===== src/rtl/pic16fantastic_bridge_pkg.sv =====
// Shared types, widths and packed-parameter field helpers for the
// pic16fantastic peripheral bridge.
package pic16fantastic_bridge_pkg;

  localparam int unsigned ERR_CNT_W  = 8;
  localparam int unsigned WAIT_W     = 4;
  localparam int unsigned TO_CNT_W   = 8;
  localparam int unsigned PACK_MAX_W = 1024;

  typedef enum logic [1:0] {
    ST_IDLE = 2'd0,
    ST_WAIT = 2'd1,
    ST_DONE = 2'd2
  } state_e;

  // Extract field idx of width fw from a packed per-channel parameter vector.
  function automatic logic [31:0] pack_field(input logic [PACK_MAX_W-1:0] vec,
                                             input int unsigned idx,
                                             input int unsigned fw);
    logic [PACK_MAX_W-1:0] sh;
    logic [31:0]           fmask;
    sh    = vec >> (idx * fw);
    fmask = (fw >= 32) ? '1 : ((32'd1 << fw) - 32'd1);
    return sh[31:0] & fmask;
  endfunction

  function automatic logic [WAIT_W-1:0] wait_field(input logic [PACK_MAX_W-1:0] vec,
                                                   input int unsigned idx);
    return WAIT_W'(pack_field(vec, idx, WAIT_W));
  endfunction

endpackage


===== src/rtl/periph_addr_decoder.sv =====
// Mask-compare address decoder with lowest-index priority; one-hot select
// plus hit flag, purely combinational.
module periph_addr_decoder
  import pic16fantastic_bridge_pkg::*;
#(
  parameter int unsigned              NUM_CH  = 9,
  parameter int unsigned              ADDR_W  = 9,
  parameter logic [NUM_CH*ADDR_W-1:0] CH_BASE = '0,
  parameter logic [NUM_CH*ADDR_W-1:0] CH_MASK = '1
) (
  input  logic [ADDR_W-1:0] addr,
  output logic [NUM_CH-1:0] sel_c,
  output logic              hit_c
);

  logic [NUM_CH-1:0] match;

  for (genvar i = 0; i < NUM_CH; i++) begin : g_match
    localparam logic [ADDR_W-1:0] BASE =
      ADDR_W'(pack_field(PACK_MAX_W'(CH_BASE), 32'(i), ADDR_W));
    localparam logic [ADDR_W-1:0] MASK =
      ADDR_W'(pack_field(PACK_MAX_W'(CH_MASK), 32'(i), ADDR_W));
    assign match[i] = ((addr & MASK) == (BASE & MASK));
  end

  // First match wins so overlapping windows resolve deterministically.
  always_comb begin
    sel_c = '0;
    hit_c = 1'b0;
    for (int unsigned i = 0; i < NUM_CH; i++) begin
      if (match[i] && !hit_c) begin
        sel_c[i] = 1'b1;
        hit_c    = 1'b1;
      end
    end
  end

endmodule


===== src/rtl/pic16fantastic_periph_bridge.sv =====
// Core-to-peripheral bridge: zero-wait channels complete combinationally,
// slow channels go through WAIT/DONE with wait states, ready and timeout.
module pic16fantastic_periph_bridge
  import pic16fantastic_bridge_pkg::*;
#(
  parameter int unsigned              NUM_CH  = 9,
  parameter int unsigned              ADDR_W  = 9,
  parameter int unsigned              DATA_W  = 8,
  parameter logic [NUM_CH*ADDR_W-1:0] CH_BASE = '0,
  parameter logic [NUM_CH*ADDR_W-1:0] CH_MASK = '1,
  parameter logic [NUM_CH*WAIT_W-1:0] CH_WAIT = '0,
  parameter int unsigned              TIMEOUT = 15
) (
  input  logic                     clk,
  input  logic                     rst_n,
  input  logic [ADDR_W-1:0]        bus_addr,
  input  logic                     bus_rd_en,
  input  logic                     bus_wr_en,
  input  logic [DATA_W-1:0]        bus_wdata,
  output logic [DATA_W-1:0]        bus_rdata,
  output logic                     bus_stall,
  output logic                     bus_err,
  output logic [NUM_CH-1:0]        ch_sel,
  output logic [NUM_CH-1:0]        ch_rd_en,
  output logic [NUM_CH-1:0]        ch_wr_en,
  output logic [DATA_W-1:0]        ch_wdata,
  input  logic [NUM_CH*DATA_W-1:0] ch_rdata,
  input  logic [NUM_CH-1:0]        ch_ready,
  output logic [ADDR_W-1:0]        err_addr,
  output logic [ERR_CNT_W-1:0]     err_count
);

  localparam int unsigned CH_IDX_W = (NUM_CH > 1) ? $clog2(NUM_CH) : 1;

  state_e                state_q, state_d;
  logic [ADDR_W-1:0]     addr_q, addr_d;
  logic [CH_IDX_W-1:0]   ch_q, ch_d;
  logic                  rd_q, rd_d;
  logic                  wr_q, wr_d;
  logic [DATA_W-1:0]     wdata_q, wdata_d;
  logic [DATA_W-1:0]     rdata_q, rdata_d;
  logic [WAIT_W-1:0]     wait_cnt_q, wait_cnt_d;
  logic [TO_CNT_W-1:0]   to_cnt_q, to_cnt_d;
  logic                  err_pend_q, err_pend_d;
  logic [ADDR_W-1:0]     err_addr_q, err_addr_d;
  logic [ERR_CNT_W-1:0]  err_count_q, err_count_d;

  logic [NUM_CH-1:0]     hit_sel_c;
  logic                  hit_c;
  logic [CH_IDX_W-1:0]   hit_idx_c;
  logic [WAIT_W-1:0]     hit_wait_c;
  logic [CH_IDX_W-1:0]   cur_idx_c;
  logic [NUM_CH-1:0]     cur_sel_c;
  logic                  cur_ready_c;
  logic [DATA_W-1:0]     cur_rdata_c;
  logic                  req_c;

  periph_addr_decoder #(
    .NUM_CH  (NUM_CH),
    .ADDR_W  (ADDR_W),
    .CH_BASE (CH_BASE),
    .CH_MASK (CH_MASK)
  ) u_dec (
    .addr  (bus_addr),
    .sel_c (hit_sel_c),
    .hit_c (hit_c)
  );

  // Decoded channel index and its configured wait-state count.
  always_comb begin
    hit_idx_c = '0;
    for (int unsigned i = 0; i < NUM_CH; i++) begin
      if (hit_sel_c[i]) hit_idx_c = CH_IDX_W'(i);
    end
    hit_wait_c = wait_field(PACK_MAX_W'(CH_WAIT), 32'(hit_idx_c));
  end

  // Active channel: live decode while idle, captured channel otherwise.
  assign cur_idx_c = (state_q == ST_IDLE) ? hit_idx_c : ch_q;

  always_comb begin
    cur_sel_c   = '0;
    cur_ready_c = 1'b0;
    cur_rdata_c = '0;
    for (int unsigned i = 0; i < NUM_CH; i++) begin
      if (CH_IDX_W'(i) == cur_idx_c) begin
        cur_sel_c[i] = 1'b1;
        cur_ready_c  = ch_ready[i];
        cur_rdata_c  = ch_rdata[i*DATA_W +: DATA_W];
      end
    end
  end

  assign req_c = bus_rd_en | bus_wr_en;

  always_comb begin
    state_d     = state_q;
    addr_d      = addr_q;
    ch_d        = ch_q;
    rd_d        = rd_q;
    wr_d        = wr_q;
    wdata_d     = wdata_q;
    rdata_d     = rdata_q;
    wait_cnt_d  = wait_cnt_q;
    to_cnt_d    = to_cnt_q;
    err_pend_d  = err_pend_q;
    err_addr_d  = err_addr_q;
    err_count_d = err_count_q;
    bus_rdata   = '0;
    bus_stall   = 1'b0;
    bus_err     = 1'b0;
    ch_sel      = '0;
    ch_rd_en    = '0;
    ch_wr_en    = '0;
    ch_wdata    = '0;

    unique case (state_q)
      ST_IDLE: begin
        if (req_c && hit_c) begin
          if ((hit_wait_c == '0) && cur_ready_c) begin
            ch_sel    = cur_sel_c;
            ch_rd_en  = bus_rd_en ? cur_sel_c : '0;
            ch_wr_en  = bus_wr_en ? cur_sel_c : '0;
            ch_wdata  = bus_wdata;
            bus_rdata = cur_rdata_c;
          end else begin
            bus_stall  = 1'b1;
            addr_d     = bus_addr;
            ch_d       = hit_idx_c;
            rd_d       = bus_rd_en;
            wr_d       = bus_wr_en;
            wdata_d    = bus_wdata;
            wait_cnt_d = hit_wait_c;
            to_cnt_d   = '0;
            err_pend_d = 1'b0;
            state_d    = ST_WAIT;
          end
        end
      end

      ST_WAIT: begin
        bus_stall = 1'b1;
        ch_sel    = cur_sel_c;
        ch_wdata  = wdata_q;
        if (wait_cnt_q != '0) begin
          wait_cnt_d = wait_cnt_q - WAIT_W'(1);
        end else if (cur_ready_c) begin
          rdata_d = cur_rdata_c;
          state_d = ST_DONE;
        end else begin
          to_cnt_d = to_cnt_q + TO_CNT_W'(1);
          if (to_cnt_d == TO_CNT_W'(TIMEOUT)) begin
            rdata_d    = '0;
            err_pend_d = 1'b1;
            err_addr_d = addr_q;
            if (err_count_q != '1) err_count_d = err_count_q + ERR_CNT_W'(1);
            state_d    = ST_DONE;
          end
        end
      end

      // Held core request is absorbed here; strobes fire even on timeout.
      ST_DONE: begin
        bus_rdata  = rdata_q;
        ch_sel     = cur_sel_c;
        ch_rd_en   = rd_q ? cur_sel_c : '0;
        ch_wr_en   = wr_q ? cur_sel_c : '0;
        ch_wdata   = wdata_q;
        bus_err    = err_pend_q;
        err_pend_d = 1'b0;
        state_d    = ST_IDLE;
      end

      default: state_d = ST_IDLE;
    endcase
  end

  always_ff @(posedge clk or negedge rst_n) begin
    if (!rst_n) begin
      state_q     <= ST_IDLE;
      addr_q      <= '0;
      ch_q        <= '0;
      rd_q        <= 1'b0;
      wr_q        <= 1'b0;
      wdata_q     <= '0;
      rdata_q     <= '0;
      wait_cnt_q  <= '0;
      to_cnt_q    <= '0;
      err_pend_q  <= 1'b0;
      err_addr_q  <= '0;
      err_count_q <= '0;
    end else begin
      state_q     <= state_d;
      addr_q      <= addr_d;
      ch_q        <= ch_d;
      rd_q        <= rd_d;
      wr_q        <= wr_d;
      wdata_q     <= wdata_d;
      rdata_q     <= rdata_d;
      wait_cnt_q  <= wait_cnt_d;
      to_cnt_q    <= to_cnt_d;
      err_pend_q  <= err_pend_d;
      err_addr_q  <= err_addr_d;
      err_count_q <= err_count_d;
    end
  end

  assign err_addr  = err_addr_q;
  assign err_count = err_count_q;

endmodule


===== config.mk =====
export PLATFORM = sky130hd
export DESIGN_NAME = pic16fantastic_periph_bridge
export DESIGN_NICKNAME = d
export VERILOG_FILES = /design/src/rtl/pic16fantastic_bridge_pkg.sv /design/src/rtl/periph_addr_decoder.sv /design/src/rtl/pic16fantastic_periph_bridge.sv
export SDC_FILE = /design/constraint.sdc
export NUM_CORES = 1
export LEC_CHECK = 0
export CORE_MARGIN = 3
export CORE_UTILIZATION = 35
export CTS_CLUSTER_DIAMETER = 100
export DETAILED_ROUTE_END_ITERATION = 7
export MAX_ROUTING_LAYER = met4
export PLACE_DENSITY_LB_ADDON = 0.12
export SLEW_MARGIN = 0
export SYNTH_ARGS = -nofsm -noshare
export SYNTH_HDL_FRONTEND = slang
export SYNTH_HIERARCHICAL = 1
export SYNTH_SLANG_ARGS = --single-unit

===== constraint.sdc =====
create_clock -name clk -period 3.75 [get_ports clk]
set_input_delay 0.5625 -clock clk [delete_from_list [all_inputs] [get_ports clk]]
set_output_delay 0.5625 -clock clk [all_outputs]
set_load 0.02 [all_outputs]

# --- Yosys cells after proc, flatten, opt, wreduce, memory -nomap -nowiden ---
# Index checks and enable logic that the tools add are counted.
# W data, S select, Z words.
op_classes:
  addsub: 3
  eq_ne: 19
  shift: 1
  n_mux: 99
  bitwise_logic: 4
  n_reduce_logical: 35
op_table:
  columns: ["cell", "count"]
  rows:
  - ["$mux W8", 19]
  - ["$mux W9", 10]
  - ["$pmux W9 S2", 3]
  - ["$pmux W8 S2", 3]
  - ["$mux W1", 44]
  - ["$mux W4", 9]
  - ["$add A8 B1 Y8 const B", 2]
  - ["$eq A3 B4 Y1 const A", 4]
  - ["$mux W2", 7]
  - ["$reduce_and A4 Y1", 3]
  - ["$logic_and A1 B1 Y1", 10]
  - ["$ne A2 B2 Y1 const B", 5]
  - ["$reduce_and A5 Y1", 2]
  - ["$logic_not A9 Y1", 1]
  - ["$eq A2 B4 Y1 const A", 2]
  - ["$eq A8 B4 Y1 const B", 1]
  - ["$logic_not A1 Y1", 8]
  - ["$logic_not A4 Y1", 2]
  - ["$ne A8 B8 Y1 const B", 1]
  - ["$pmux W4 S2", 1]
  - ["$reduce_and A3 Y1", 2]
  - ["$reduce_and A6 Y1", 1]
  - ["$shr A1 B6 Y4 const A", 1]
  - ["$eq A1 B4 Y1 const A", 1]
  - ["other kinds (16)", 19]
word_totals:
  ff_bits: 63
  in_bits: 102
  output_inout_bits: 62
  elab_cells: 173

# --- Longest topological paths before layout ---
depth:
  ltp_word: 42
  ltp_mapped: 13
  mapped_depth_nobuf: 11

# --- Hierarchy ---
# Netlist, hierarchy kept.
modules_own_cells:
  columns: ["module", "instances", "cells_each", "area_per_inst_um2"]
  rows:
  - ["pic16fantastic_periph_bridge", 1, 492, 4376.7]
  - ["periph_addr_decoder", 1, 13, 97.6]

# --- Least setup slack after synthesis ---
# OpenSTA, ideal clock, no wires.
synth_timing:
  path_type: "reg-to-output"
  startpoint: "register state_q[0]"
  endpoint: "output ch_wdata[5]"
  t_arrival_ps: 2834
  t_required_ps: 3188
  setup_slack_ps: 353
  path_stages_with_launch: 14
  n_path_buf: 2
  cell_sequence: "dfrtp_1 -> inv_1 -> ha_1 -> clkbuf_2 -> or2_2 -> or4_1 -> nand2_1 -> nor2_1 -> o311ai_2 -> nand2_2 -> nor3_4 -> buf_6 -> a22oi_1 -> nor2_1"
synth_via:
  elab_chain_cells: 16
  elab_cells_between_ends: 27
  classes_between: "eq/ne (10); mux (13); reduce/logical (4)"
synth_rtl:
  columns: ["item", "line", "text"]
  rows:
  - ["from (decl)", "pic16fantastic_periph_bridge.sv:35", "state_e state_q, state_d;"]
  - ["from (signal assigned)", "pic16fantastic_periph_bridge.sv:193", "state_q <= state_d;"]
  - ["$logic_not A2 Y1", "pic16fantastic_periph_bridge.sv:79, pic16fantastic_periph_bridge.sv:117", null]
  - ["$mux W4", "pic16fantastic_periph_bridge.sv:79", "assign cur_idx_c = (state_q == ST_IDLE) ? hit_idx_c : ch_q;"]
  - ["$logic_not A4 Y1", "pic16fantastic_periph_bridge.sv:86", "if (CH_IDX_W'(i) == cur_idx_c) begin"]
  - ["$mux W1 (9 in series)", "pic16fantastic_periph_bridge.sv:86", null]
  - ["$logic_and A1 B1 Y1", "pic16fantastic_periph_bridge.sv:120", "if ((hit_wait_c == '0) && cur_ready_c) begin"]
  - ["$mux W8", "pic16fantastic_periph_bridge.sv:120", null]
  - ["$mux W8", "pic16fantastic_periph_bridge.sv:119", "if (req_c && hit_c) begin"]
  - ["$pmux W8 S2 *", "pic16fantastic_periph_bridge.sv:117", "unique case (state_q)"]
  - ["to (decl)", "pic16fantastic_periph_bridge.sv:26", "output logic [DATA_W-1:0] ch_wdata,"]
# Mark *: on every way between the ends. The rest lies on a longest branch, timed or not.

# --- Final worst setup path ---
layout_timing:
  startpoint: "register state_q[0]"
  endpoint: "output ch_sel[3]"
layout_via:
  elab_chain_cells: 16
  elab_cells_between_ends: 28
  classes_between: "eq/ne (10); mux (14); reduce/logical (4)"
layout_rtl:
  columns: ["item", "line", "text"]
  rows:
  - ["$logic_not A2 Y1", "pic16fantastic_periph_bridge.sv:79, pic16fantastic_periph_bridge.sv:117", null]
  - ["$mux W4", "pic16fantastic_periph_bridge.sv:79", null]
  - ["$logic_not A4 Y1", "pic16fantastic_periph_bridge.sv:86", null]
  - ["$mux W1 (9 in series)", "pic16fantastic_periph_bridge.sv:86", null]
  - ["$logic_and A1 B1 Y1", "pic16fantastic_periph_bridge.sv:120", null]
  - ["$mux W9", "pic16fantastic_periph_bridge.sv:120", null]
  - ["$mux W9", "pic16fantastic_periph_bridge.sv:119", null]
  - ["$pmux W9 S2 *", "pic16fantastic_periph_bridge.sv:117", null]
  - ["to (decl)", "pic16fantastic_periph_bridge.sv:23", "output logic [NUM_CH-1:0] ch_sel,"]
# Marked as above.

==> run_results.csv <==
group,metric,value,unit
yosys,syn_area_per_cell,8.86,µm²
final_layout,diodes,0,
power_and_ir_drop,power_density,499,nW/µm²
critical_path,crit_top_cell,"nand2_2",
grt,antenna_found_initial,0,
min_path,hp-class,"in2async",
clocking,cts_tree,"yes",
clocking,cts_inserted_buffers,9,
grt,grt_usage,21.7,%
final_layout,final_cell_count_no_fill,869,
timing,period_share,96.0,%
die,fp.dieH,119,µm
critical_path,path_buf_inv,3,
final_layout,area_growth,50.0,%
critical_path,cp_top_family,"simple AND/OR/NAND/NOR gates",
grt,grt_pass1_wl,24300,µm
route,routed_wl,15000,µm
critical_path,required,3190,ps
placed_design,post-place-ws,-250,ps
placed_design,dpl.hpwl,11600,µm
timing,skew,3.76,ps
timing,worst_slack,151,ps
timing,drv_slew,0,
clocking,cts_sinks,63,
final_layout,fin_nets,808,
clocking,htreeDepth,3,
yosys,syn-cell-area,4470,µm²
placed_design,io_buffer_count,163,
die,die_area,14200,µm²
critical_path,endpoint_kind,"output port",
run_status,status,"complete, no violations",
yosys,synth_cells,504,
route,first_pass_iters,5,
placed_design,place_inst,845,
timing,worst_slew_pin_slew,833,ps
timing,finalHoldViolCount,0,
die,die_w,119,µm
clocking,insertion_delay,330,ps
die,num_rows,40,
critical_path,crit_chain,"inv_2, ha_4, or2_2, nand2_2, a21o_1, a211oi_1, o311ai_2, nand2_2, nor3_4, buf_6, o21bai_4, nor2_1, clkdlybuf4s15_1",
timing,slew_headroom,44.5,%
route,ant_nets,0,
grt,grt_max_degree,38,
timing,post-route-min-period,3600,ps
clocking,max-clock-path-buffers,2,
route,wl_per_cell,17.3,µm
critical_path,arrival,3040,ps
critical_path,cp_slowest_cell,"dfrtp_1",
die,ios,164,
critical_path,start_kind,"register",
clocking,clock-root-buffer,"clkbuf_16",
power_and_ir_drop,p_leak,2.96,nW
timing,hold-worst-slack,331,ps
critical_path,worst_r2r_path_depth,9,
clocking,cts_hold_buf,0,
final_layout,drive_gt1_share,24.7,%
grt,grt_overflow_total,0,
power_and_ir_drop,ir_worst_vdd,0.293,mV
critical_path,cpPeakStageDelay,360,ps
route,vias,4658,
timing,max_freq,278,MHz
route,drt_iter0_markers,382,
route,drc,0,
yosys,yosysWarnings,6,
clocking,clk_pin_slew,60,ps
critical_path,setup.worst_path.class,"reg2out",
timing,setup_viol,0,
grt,grt_pass1_vias,4675,
die,start_util,36.4,%
flow_run,cap_viol_max_count,0,
critical_path,cp_max_fo,10,
route,routed_via_density,5.36,
placed_design,gp_congestion,0.929,
die,core,12300,µm²
critical_path,crit_cells,13,
## report_power, final
group          internal [mW]  total [mW]  switching (mW)
sequential             0.753       0.820          0.0669
clock                  0.535       0.849           0.314
combinational          0.748        1.67           0.926
## path summary, 6_finish.rpt
path	to	startpoint	slack, ps
worst min register to register	err_count[5]	err_count[5]	490
worst max-delay path	ch_sel[3]	state_q[0]	150
max in group asynchronous	wdata_q[7]	rst_n	2540
worst min-delay path	rdata_q[2]	rst_n	330
min in group clk	err_count[5]	err_count[5]	490
worst max register to register	err_addr[4]	to_cnt_q[1]	630
## state kept, by name (all words and copies together) (netlist names)
register and count:
addr_q 9, ch_q 4, wait_cnt_q 4, wr_q 1, wdata_q 8, err_count 8, err_addr 9, err_pend_q 1
rdata_q 8, state_q 2, to_cnt_q 8, rd_q 1
## per-stage QoR
stage	TNS (ps)	instance area, µm²	power (mW)	util (%)
floorplan	0	4490	1.79	-
global placement	-4710	6420	2.37	52.3
detailed placement	-7670	6420	2.39	52.3
CTS	-466	6790	3.29	55.3
global route	-85.5	6700	3.57	54.6
finish	0	6700	3.34	54.6
## layer usage
layer | wire length, µm | global-route usage, %
met3 | 790 | 4.65
met1 | 6760 | 27.8
met4 | 242 | 5.79
met2 | 7220 | 34.9
met5 | 0 | -
## area by class of cell
type	instances	area, µm²
flip-flops and latches	63	1580
clock buffers	10	239
well taps	168	210
fillers	1175	5560
inverters	13	48.8
clock inverters	6	68.8
multi-input cells	400	2760
repair buffers	209	1800
## worst reg2reg max path, delay by kind of cell (launching register included)
family / cells / cell delay [ps]
flops: 1 / 420
simple gates: 4 / 1170
fa+ha+maj: 1 / 220
mux: 2 / 610
compound gates: 2 / 590
## cell usage in the layout (no fill, tap or decap), drive strengths merged, types with 3 or more instances in the layout
cell and count:
nor2 65, nand2 64, a221o 8, mux2 32, mux2i 12, a31oi 7, nand3 18, buf 65
a21oi 17, xnor2 4, a311oi 8, nand3b 3, a22o 18, a211oi 10, clkdlybuf4s50 119, or4 5
nor3b 3, a22oi 11, conb 8, nor3 12, o21ai 26, o221ai 4, ha 10, and2 7
clkinv 3, or2 3, and3 6, dfrtp 63, inv 14, nand2b 4, clkbuf 32, a21o 3
## what timing repair did
item                                    4_1_cts  5_1_grt
endpoints found under the setup margin       43       43
cloned                                        0        1
buffers inserted                              5        2
pin swaps                                     4        5
resized for setup                            81       90
(Power assumes the default switching activity.)
